**src/rtl/ebr_rd_stream_if.sv**
```systemverilog
// Bundle of the command, EBR read-port and output-stream signals for ebr_rd_stream.
// The slave modport is the streamer; the master modport is whatever drives and sinks it.
interface ebr_rd_stream_if #(
  parameter int unsigned AW = 8,
  parameter int unsigned DW = 16
);
  logic [AW-1:0] cmd_addr;
  logic [AW-1:0] cmd_len;
  logic          cmd_valid;
  logic          cmd_ready;

  logic [AW-1:0] ebr_rd_addr;
  logic          ebr_rd_ena;
  logic [DW-1:0] ebr_rd_data;

  logic [DW-1:0] out_data;
  logic          out_last;
  logic          out_valid;
  logic          out_ready;

  modport slave (
    input  cmd_addr, cmd_len, cmd_valid, ebr_rd_data, out_ready,
    output cmd_ready, ebr_rd_addr, ebr_rd_ena, out_data, out_last, out_valid
  );

  modport master (
    output cmd_addr, cmd_len, cmd_valid, ebr_rd_data, out_ready,
    input  cmd_ready, ebr_rd_addr, ebr_rd_ena, out_data, out_last, out_valid
  );
endinterface

```
**src/rtl/ebr_rd_stream.sv**
```systemverilog
// Turns an (address, length) burst command into a sequence of EBR reads and streams the
// returned words out through a 2-entry registered buffer with valid/ready and last marking.
module ebr_rd_stream #(
  parameter int unsigned AW = 8,
  parameter int unsigned DW = 16
) (
  input logic             clk,
  input logic             rst,
  ebr_rd_stream_if.slave  bus
);

  localparam logic [1:0] StIdle  = 2'd0;
  localparam logic [1:0] StRun   = 2'd1;
  localparam logic [1:0] StDrain = 2'd2;

  logic [1:0]    state_q, state_d;
  logic [AW-1:0] next_addr_q, next_addr_d;
  logic [AW-1:0] last_addr_q, last_addr_d;
  logic [AW-1:0] rem_q, rem_d;
  logic          inflight_q, inflight_d;
  logic          inflight_last_q, inflight_last_d;
  logic [1:0]    occ_q, occ_d;
  logic [DW-1:0] data0_q, data0_d, data1_q, data1_d;
  logic          last0_q, last0_d, last1_q, last1_d;

  logic          pop;
  logic          rd_ena;
  logic [2:0]    pending;
  logic [1:0]    occ_after_pop;

  always_comb begin
    pop           = (occ_q != 2'd0) && bus.out_ready;
    // Words that will hold a buffer slot next cycle if no read is issued now
    pending       = 3'(occ_q) + 3'(inflight_q) - 3'(pop);
    rd_ena        = (state_q == StRun) && (pending < 3'd2);
    occ_after_pop = occ_q - 2'(pop);
  end

  always_comb begin
    state_d         = state_q;
    next_addr_d     = next_addr_q;
    last_addr_d     = last_addr_q;
    rem_d           = rem_q;
    inflight_d      = rd_ena;
    inflight_last_d = rd_ena && (rem_q == '0);
    occ_d           = occ_q + 2'(inflight_q) - 2'(pop);
    data0_d         = data0_q;
    data1_d         = data1_q;
    last0_d         = last0_q;
    last1_d         = last1_q;

    unique case (state_q)
      StIdle: begin
        if (bus.cmd_valid) begin
          state_d     = StRun;
          next_addr_d = bus.cmd_addr;
          rem_d       = bus.cmd_len;
        end
      end
      StRun: begin
        if (rd_ena && (rem_q == '0)) state_d = StDrain;
      end
      StDrain: begin
        if (pop && last0_q) state_d = StIdle;
      end
      default: state_d = StIdle;
    endcase

    if (rd_ena) begin
      last_addr_d = next_addr_q;
      next_addr_d = next_addr_q + AW'(1);
      rem_d       = rem_q - AW'(1);
    end

    if (pop) begin
      data0_d = data1_q;
      last0_d = last1_q;
    end

    // Returning read data always lands in the first slot left free after this cycle's pop
    if (inflight_q) begin
      if (occ_after_pop == 2'd0) begin
        data0_d = bus.ebr_rd_data;
        last0_d = inflight_last_q;
      end else begin
        data1_d = bus.ebr_rd_data;
        last1_d = inflight_last_q;
      end
    end
  end

  always_ff @(posedge clk or posedge rst) begin
    if (rst) begin
      state_q         <= StIdle;
      next_addr_q     <= '0;
      last_addr_q     <= '0;
      rem_q           <= '0;
      inflight_q      <= 1'b0;
      inflight_last_q <= 1'b0;
      occ_q           <= 2'd0;
      data0_q         <= '0;
      data1_q         <= '0;
      last0_q         <= 1'b0;
      last1_q         <= 1'b0;
    end else begin
      state_q         <= state_d;
      next_addr_q     <= next_addr_d;
      last_addr_q     <= last_addr_d;
      rem_q           <= rem_d;
      inflight_q      <= inflight_d;
      inflight_last_q <= inflight_last_d;
      occ_q           <= occ_d;
      data0_q         <= data0_d;
      data1_q         <= data1_d;
      last0_q         <= last0_d;
      last1_q         <= last1_d;
    end
  end

  always_comb begin
    bus.cmd_ready   = (state_q == StIdle);
    bus.ebr_rd_ena  = rd_ena;
    bus.ebr_rd_addr = rd_ena ? next_addr_q : last_addr_q;
    bus.out_valid   = (occ_q != 2'd0);
    bus.out_data    = data0_q;
    bus.out_last    = last0_q && (occ_q != 2'd0);
  end

endmodule
```
**src/flat_wrapper.sv**
```systemverilog
// flat-port wrapper written by rule: the top's interface ports become plain ports
module ebr_rd_stream_flat 
#(
  parameter int unsigned AW = 8,
  parameter int unsigned DW = 16
)
  (clk, rst, bus_cmd_addr, bus_cmd_len, bus_cmd_valid, bus_ebr_rd_data, bus_out_ready, bus_cmd_ready, bus_ebr_rd_addr, bus_ebr_rd_ena, bus_out_data, bus_out_last, bus_out_valid);
  ebr_rd_stream_if #(.AW(AW), .DW(DW)) bus_i ();
  input logic clk;
  input logic rst;
  input wire logic [$bits(bus_i.cmd_addr)-1:0] bus_cmd_addr;
  input wire logic [$bits(bus_i.cmd_len)-1:0] bus_cmd_len;
  input wire logic [$bits(bus_i.cmd_valid)-1:0] bus_cmd_valid;
  input wire logic [$bits(bus_i.ebr_rd_data)-1:0] bus_ebr_rd_data;
  input wire logic [$bits(bus_i.out_ready)-1:0] bus_out_ready;
  output wire logic [$bits(bus_i.cmd_ready)-1:0] bus_cmd_ready;
  output wire logic [$bits(bus_i.ebr_rd_addr)-1:0] bus_ebr_rd_addr;
  output wire logic [$bits(bus_i.ebr_rd_ena)-1:0] bus_ebr_rd_ena;
  output wire logic [$bits(bus_i.out_data)-1:0] bus_out_data;
  output wire logic [$bits(bus_i.out_last)-1:0] bus_out_last;
  output wire logic [$bits(bus_i.out_valid)-1:0] bus_out_valid;
  assign bus_i.cmd_addr = bus_cmd_addr;
  assign bus_i.cmd_len = bus_cmd_len;
  assign bus_i.cmd_valid = bus_cmd_valid;
  assign bus_i.ebr_rd_data = bus_ebr_rd_data;
  assign bus_i.out_ready = bus_out_ready;
  assign bus_cmd_ready = bus_i.cmd_ready;
  assign bus_ebr_rd_addr = bus_i.ebr_rd_addr;
  assign bus_ebr_rd_ena = bus_i.ebr_rd_ena;
  assign bus_out_data = bus_i.out_data;
  assign bus_out_last = bus_i.out_last;
  assign bus_out_valid = bus_i.out_valid;
  ebr_rd_stream #(.AW(AW), .DW(DW)) u_core (.clk(clk), .rst(rst), .bus(bus_i));
endmodule
```
**config.mk**
```make
export PLATFORM = sky130hd
export DESIGN_NAME = ebr_rd_stream_flat
export DESIGN_NICKNAME = d
export VERILOG_FILES = /design/src/rtl/ebr_rd_stream_if.sv /design/src/rtl/ebr_rd_stream.sv /design/src/flat_wrapper.sv
export SDC_FILE = /design/constraint.sdc
export NUM_CORES = 1
export LEC_CHECK = 0
export CAP_MARGIN = 30
export CORE_ASPECT_RATIO = 1.25
export CORE_MARGIN = 2
export CORE_UTILIZATION = 30
export CTS_CLUSTER_DIAMETER = 100
export CTS_CLUSTER_SIZE = 25
export DETAILED_ROUTE_END_ITERATION = 10
export GPL_TIMING_DRIVEN = 0
export RECOVER_POWER = 25
export SLEW_MARGIN = 25
export SYNTH_ARGS = -nofsm -noshare
export SYNTH_HDL_FRONTEND = slang
export SYNTH_SLANG_ARGS = --single-unit
```
**constraint.sdc**
```tcl
create_clock -name clk -period 9.4 [get_ports clk]
set_input_delay 1.41 -clock clk [delete_from_list [all_inputs] [get_ports clk]]
set_output_delay 1.41 -clock clk [all_outputs]
set_load 0.05 [all_outputs]
```
==> results of run 1 <==
==> synthesized netlist by cell type (4+ instances only) <==
master and number:
o21ai_1 4, mux2i_1 17, nand3_1 4, buf_2 5
mux2_2 17, nor2_1 7, inv_1 8, nand2_1 50
o21ai_0 16, dfrtp_1 64, a21oi_1 4
==> kinds of logic (layout without fill, tap and decap cells) <==
kind of cell,after synthesis,in the layout
AND/OR/NAND/NOR,83,83
buffers and inverters,20,100
flip-flops,64,64
XOR/XNOR,2,2
multiplexers,34,34
adder cells (fa/ha/maj),4,4
AO/OA/AOI/OAI,53,53
==> per-stage QoR <==
step,std cells,setup WS (ns),instance area [um2]
global route,466,2.58,3970
CTS,466,2.83,3990
detailed placement,450,2.86,3720
global placement,449,2.88,3700
floorplan,260,3.80,2910
finish,466,2.87,3970
==> worst max-delay path, cell delays in order <==
cell	delay, ns
clkdlybuf4s50_1	0.62
nand2_8	0.15
buf_6	0.20
xnor2_1	0.16
ha_1	0.17
inv_1	0.05
fa_1	0.46
and3b_1	0.19
buf_2	0.15
nand2_4	0.13
clkbuf_1	0.37
nand2_1	0.09
o21ai_0	0.11
clkdlybuf4s50_1	0.85
==> state kept, by name, summed over array words and instances (netlist names) <==
register / count
u_core.bus.out_data: 16
u_core.data1_q: 16
u_core.last1_q: 1
u_core.rem_q: 8
u_core.next_addr_q: 8
u_core.inflight_last_q: 1
u_core.occ_q: 2
u_core.last_addr_q: 8
u_core.state_q: 2
u_core.last0_q: 1
u_core.inflight_q: 1
==> cell type report <==
type | instances | area (um2) | area share [%]
Tap cell | 126 | 158 | 3.97
Timing Repair Buffer | 64 | 634 | 16.0
Clock inverter | 4 | 20.0 | 0.504
Inverter | 9 | 35.0 | 0.883
Multi-Input combinational cell | 176 | 1210 | 30.4
Clock buffer | 12 | 246 | 6.21
Buffer | 11 | 66.3 | 1.67
Sequential cell | 64 | 1600 | 40.4
==> layer usage <==
layer / share of wire, % / global-route usage [%]
met5: 0 / 0
met2: 51 / 24.4
met4: 1.2 / 5.17
met3: 5.3 / 4.54
met1: 43 / 15.3
==> path summary, 6_finish.rpt <==
| path | startpoint | end | cells past startpoint |
|---|---|---|---|
| worst max-delay path | bus_out_ready | bus_ebr_rd_addr[5] | 14 |
| worst min-delay path | u_core.last_addr_q[1]$_DFF_PP0_ | u_core.last_addr_q[1]$_DFF_PP0_ | 2 |
| worst max register to register | u_core.occ_q[1]$_DFF_PP0_ | u_core.next_addr_q[3]$_DFFE_PP0P_ | 13 |
| worst min register to register | u_core.last_addr_q[1]$_DFF_PP0_ | u_core.last_addr_q[1]$_DFF_PP0_ | 2 |
| max in group asynchronous | rst | u_core.data1_q[8]$_DFFE_PP0P_ | 3 |
| min in group asynchronous | rst | u_core.data1_q[0]$_DFFE_PP0P_ | 2 |
==> metrics.md, run 1 <==
| Metric | Value |
|---|---|
| Routed WL per cell | `14.6 um` |
| Hold_ws | `0.473 ns` |
| Sequential share of the synthesized area | `55.1%` |
| Multiplexer share of the synthesized area | `12.4%` |
| GP Congestion | `0.826` |
| Final Setup Violations | `0` |
| Failing checks | `capacitance limit, slew limit` |
| Syn nets | `300` |
| Post-Syn Instances | `260` |
| Layout area overhead | `36.4%` |
| Mapped Area | `0.00291 mm2` |
| Worst hold path class | `flip-flop to flip-flop` |
| Crit path max fanout | `10` |
| Post-DP HPWL | `4820 um` |
| Num CTS Buffers | `9` |
| Full die area | `0.0105 mm2` |
| Largest family of logic cells by synthesized area | `simple AND/OR/NAND/NOR gates` |
| FILL cells | `951` |
| Max-slew violation count | `43` |
| CTS Root Cell | `clkbuf_16` |
| Data arrival time of the worst path | `5.12 ns` |
| Port bufs | `63` |
| Hold-fix buffers, CTS | `0` |
| Synth Flop Type | `dfrtp_1` |
| Antenna diodes | `0` |
| Post-CTS sizing | `0` |
| FMAX | `0.153 GHz` |
| Vias/cell | `4.73` |
| Worst-Skew Late Latency | `0.32 ns` |
| Max-slew headroom | `-53.4%` |
| YS warnings | `0` |
| Clock Pin Slew Worst Setup and Hold Paths | `0.05 ns` |
| Sum Neg Setup Slack | `0 ns` |
| Die Wd | `92.1 um` |
| Clock Skews | `0.00565 ns` |
| Worst endpoint required time | `7.99 ns` |
| Number of enable flip-flop cells after synthesis | `0` |
| IO Pins | `64` |
| Drt pass-1 iters | `4` |
| Congestion Overflow GR | `0` |
| Synth Area in Adders | `1.98%` |
| Period utilization | `69.5%` |
| Critical Path Source Type | `input port` |
| Final net count | `375` |
| Cell taking the most area after synthesis | `dfrtp_1` |
| Number of global-route vias before repair | `2356` |
| Total GRT Usage | `13.7%` |
| Post-synthesis compound-gate area fraction | `12.3%` |
| Core Util, Final | `41.7%` |
| Initial antenna violation count | `0` |
| Synth top area share | `55.1%` |
| Post-DRT Antenna Nets | `0` |
| Yosys cell types | `54` |
| Routed wire length | `6780 um` |
| Async SR Flop Fraction | `100%` |
| Worst-Margin Slew | `2.30 ns` |
| Share of cells above drive strength 1 | `15.0%` |
| Initial Util | `30.6%` |
| Simple-gate portion of the synthesized area | `13.9%` |
| Die Ht | `114 um` |
| H-tree depth | `3` |
| Status | `finished with violations` |
| Top cells by area, synth | `dfrtp_1, mux2_2, nand2_1` |
| Initial DRC Count | `90` |
| Core Area | `0.00951 mm2` |
| Final Hold Vio Count | `0` |
| DR DRC count | `0` |
| FF-to-FF setup slack | `6.15 ns` |
| Clock sinks | `64` |
| Avg Inst Size Synth | `11.2 um2` |
| CTS tree | `built` |
| First-pass GRT wire length | `11200 um` |
| Maxcap violations | `1` |
| #FFs+latches synth | `64` |
| Post-CTS Setup Repair Bufs | `0` |
| Row count | `40` |
| Final min period | `6.53 ns` |
| Setup crit end kind | `output pin` |
| Clock buffer depth | `2` |
| Pin count of the biggest net entering global routing | `43` |
| Via count | `2202` |
| XOR/XNOR share of the synthesized area | `0.860%` |
| Commonest non-fill, non-tap cell in the layout | `dfrtp_1` |
| Most frequent cells in the layout | `dfrtp_1, clkdlybuf4s50_1, nand2_1, mux2_2, mux2i_1` |
| WS Path Type | `input port to output pin` |
| RSZ-0062 raised after global routing | `no` |
Power of run 1 is not shown: default switching activity piles up to over one toggle a cycle in this logic, so the estimate is an artifact.
==> inputs of run 2 (changes only) <==
==> constraint.sdc (replaced) <==
create_clock -name clk -period 5.7 [get_ports clk]
set_input_delay 0.855 -clock clk [delete_from_list [all_inputs] [get_ports clk]]
set_output_delay 0.855 -clock clk [all_outputs]
set_load 0.05 [all_outputs]
==> run 2 against run 1 <==
  * The run still ends with capacitance limit, slew limit left
  * Cell count unchanged
  * Worst setup slack worse by 2.6 ns
  * Utilization hardly changed
  * Die area did not move
  * Critical path type unchanged
  * Wire length about the same
  * Non-clock buffer count unchanged
  * Via count is essentially flat
  * Largest cell class unchanged
  * Global-route usage unchanged
==> metrics.md, run 2 (synthesis gave the netlist of run 1 again) <==
| Metric | Value |
|---|---|
| Status | `finished with violations` |
| Failing checks | `capacitance limit, slew limit` |
| Final min period | `5.41 ns` |
| WS Path Type | `input port to output pin` |
| Post-DRT Antenna Nets | `0` |
| RSZ-0062 raised after global routing | `no` |
| FF-to-FF setup slack | `2.45 ns` |
| Antenna diodes | `0` |
| Maxcap violations | `1` |
| IO Pins | `64` |
| Finished Layout Cells | `466` |
| Full die area | `0.0105 mm2` |
| Routed WL per cell | `14.5 um` |
| Max-slew headroom | `-53.1%` |
| Pin count of the biggest net entering global routing | `43` |
| Core Util, Final | `41.8%` |
| First-pass GRT wire length | `11200 um` |
| Number of global-route vias before repair | `2356` |
| Worst-Skew Late Latency | `0.32 ns` |
| Port bufs | `63` |
| Num CTS Buffers | `9` |
| Worst hold path class | `flip-flop to flip-flop` |
| DR DRC count | `0` |
| Initial Util | `30.6%` |
| CTS tree | `built` |
| Setup slack after layout | `0.287 ns` |
| Core Area | `0.00951 mm2` |
| Congestion Overflow GR | `0` |
| Max-slew violation count | `43` |
| CTS Root Cell | `clkbuf_16` |
| Clock Pin Slew Worst Setup and Hold Paths | `0.05 ns` |
| Post-DP HPWL | `4820 um` |
| FMAX | `0.185 GHz` |
| Most frequent cells in the layout | `dfrtp_1, clkdlybuf4s50_1, nand2_1, mux2_2, mux2i_1` |
| Vias/cell | `4.73` |
| Period utilization | `95.0%` |
| Share of cells above drive strength 1 | `15.0%` |
| Via count | `2203` |
| Critical Path Source Type | `input port` |
| Clock buffer depth | `2` |
| Pre-CTS setup slack | `0.271 ns` |
| Clock Skews | `0.00560 ns` |
| Sum Neg Setup Slack | `0 ns` |
| Die Wd | `92.1 um` |
| Worst endpoint required time | `4.85 ns` |
| Placed Cells | `450` |
| Row count | `40` |
| GP Congestion | `0.826` |
| Final Hold Vio Count | `0` |
| Initial antenna violation count | `0` |
| Initial DRC Count | `90` |
| Clock sinks | `64` |
| Worst-Margin Slew | `2.30 ns` |
| Drt pass-1 iters | `4` |
| Crit path max fanout | `10` |
| Total GRT Usage | `13.7%` |
| H-tree depth | `3` |
| Layout area overhead | `36.5%` |
| Final net count | `375` |
| Routed wire length | `6780 um` |
| Die Ht | `114 um` |
| Hold-fix buffers, CTS | `0` |
| Data arrival time of the worst path | `4.56 ns` |
| Setup crit end kind | `output pin` |
| Final Setup Violations | `0` |
| Commonest non-fill, non-tap cell in the layout | `dfrtp_1` |
-- run 2: cell types whose count changed in the layout (fill, tap and decap cells not counted) --
cell	previous run	this run
clkdlybuf4s50_1	62	61
dlymetal6s2s_1	0	1
-- run 2: timing repair --
| item | in CTS | in global routing |
|---|---|---|
| endpoints found under the setup margin | 0 | 1 |
| resized for setup | 0 | 1 |
| buffers inserted | 0 | 0 |
-- run 2: path summary, 6_finish.rpt --
kind / from / to / depth (start not counted)
worst max-delay path: bus_out_ready / bus_ebr_rd_addr[6] / 14
worst min-delay path: u_core.last_addr_q[1]$_DFF_PP0_ / u_core.last_addr_q[1]$_DFF_PP0_ / 2
worst max register to register: u_core.occ_q[1]$_DFF_PP0_ / u_core.next_addr_q[3]$_DFFE_PP0P_ / 13
worst min register to register: u_core.last_addr_q[1]$_DFF_PP0_ / u_core.last_addr_q[1]$_DFF_PP0_ / 2
max in group asynchronous: rst / u_core.data1_q[8]$_DFFE_PP0P_ / 3
min in group asynchronous: rst / u_core.data1_q[0]$_DFFE_PP0P_ / 2
-- run 2: cell type report --
class,count,area [um2]
buffer,11,66.3
clock inverter,4,20.0
sequential,64,1600
clock buffer,12,246
multi-input combinational,176,1210
fill,950,5540
tap,126,158
inverter,9,35.0
timing repair buffer,64,637
-- run 2: worst max-delay path, cell delays in order --
cell             delay (ns)
clkdlybuf4s50_1        0.62
nand2_8                0.15
buf_6                  0.20
xnor2_1                0.16
ha_1                   0.17
inv_1                  0.05
fa_1                   0.46
and3b_1                0.19
buf_2                  0.15
nand2_4                0.13
clkbuf_1               0.37
nand2_1                0.09
o21ai_0                0.11
clkdlybuf4s50_1        0.85
-- run 2: per-stage QoR --
stage / hold slack (ns) / instance area (um2)
after floorplan: 0.446 / 2910
after global placement: 0.456 / 3700
after detailed placement: 0.465 / 3720
after CTS: 0.478 / 3990
after global routing: 0.495 / 3970
final: 0.473 / 3970
-- run 2: layer usage --
layer / part of all wire [%] / vias to the layer above / GRT usage (%)
met5: 0 / - / 0
met4: 1.2 / 0 / 5.17
met3: 5.5 / 7 / 4.54
met2: 51 / 55 / 24.4
met1: 43 / 1070 / 15.3
li1: - / 1071 / -
Power of run 2 is left out for the same reason.
==> inputs of run 3 (changes only) <==
--- a/config.mk
+++ b/config.mk
@@ -10,7 +10,7 @@
 export CORE_MARGIN = 2
 export CORE_UTILIZATION = 30
 export CTS_CLUSTER_DIAMETER = 100
-export CTS_CLUSTER_SIZE = 25
+export CTS_CLUSTER_SIZE = 12
 export DETAILED_ROUTE_END_ITERATION = 10
 export GPL_TIMING_DRIVEN = 0
 export RECOVER_POWER = 25
==> results of run 3 <==
Final layout, timing and power as in run 2 (identical DEF).
Power of run 3 is left out for the same reason.
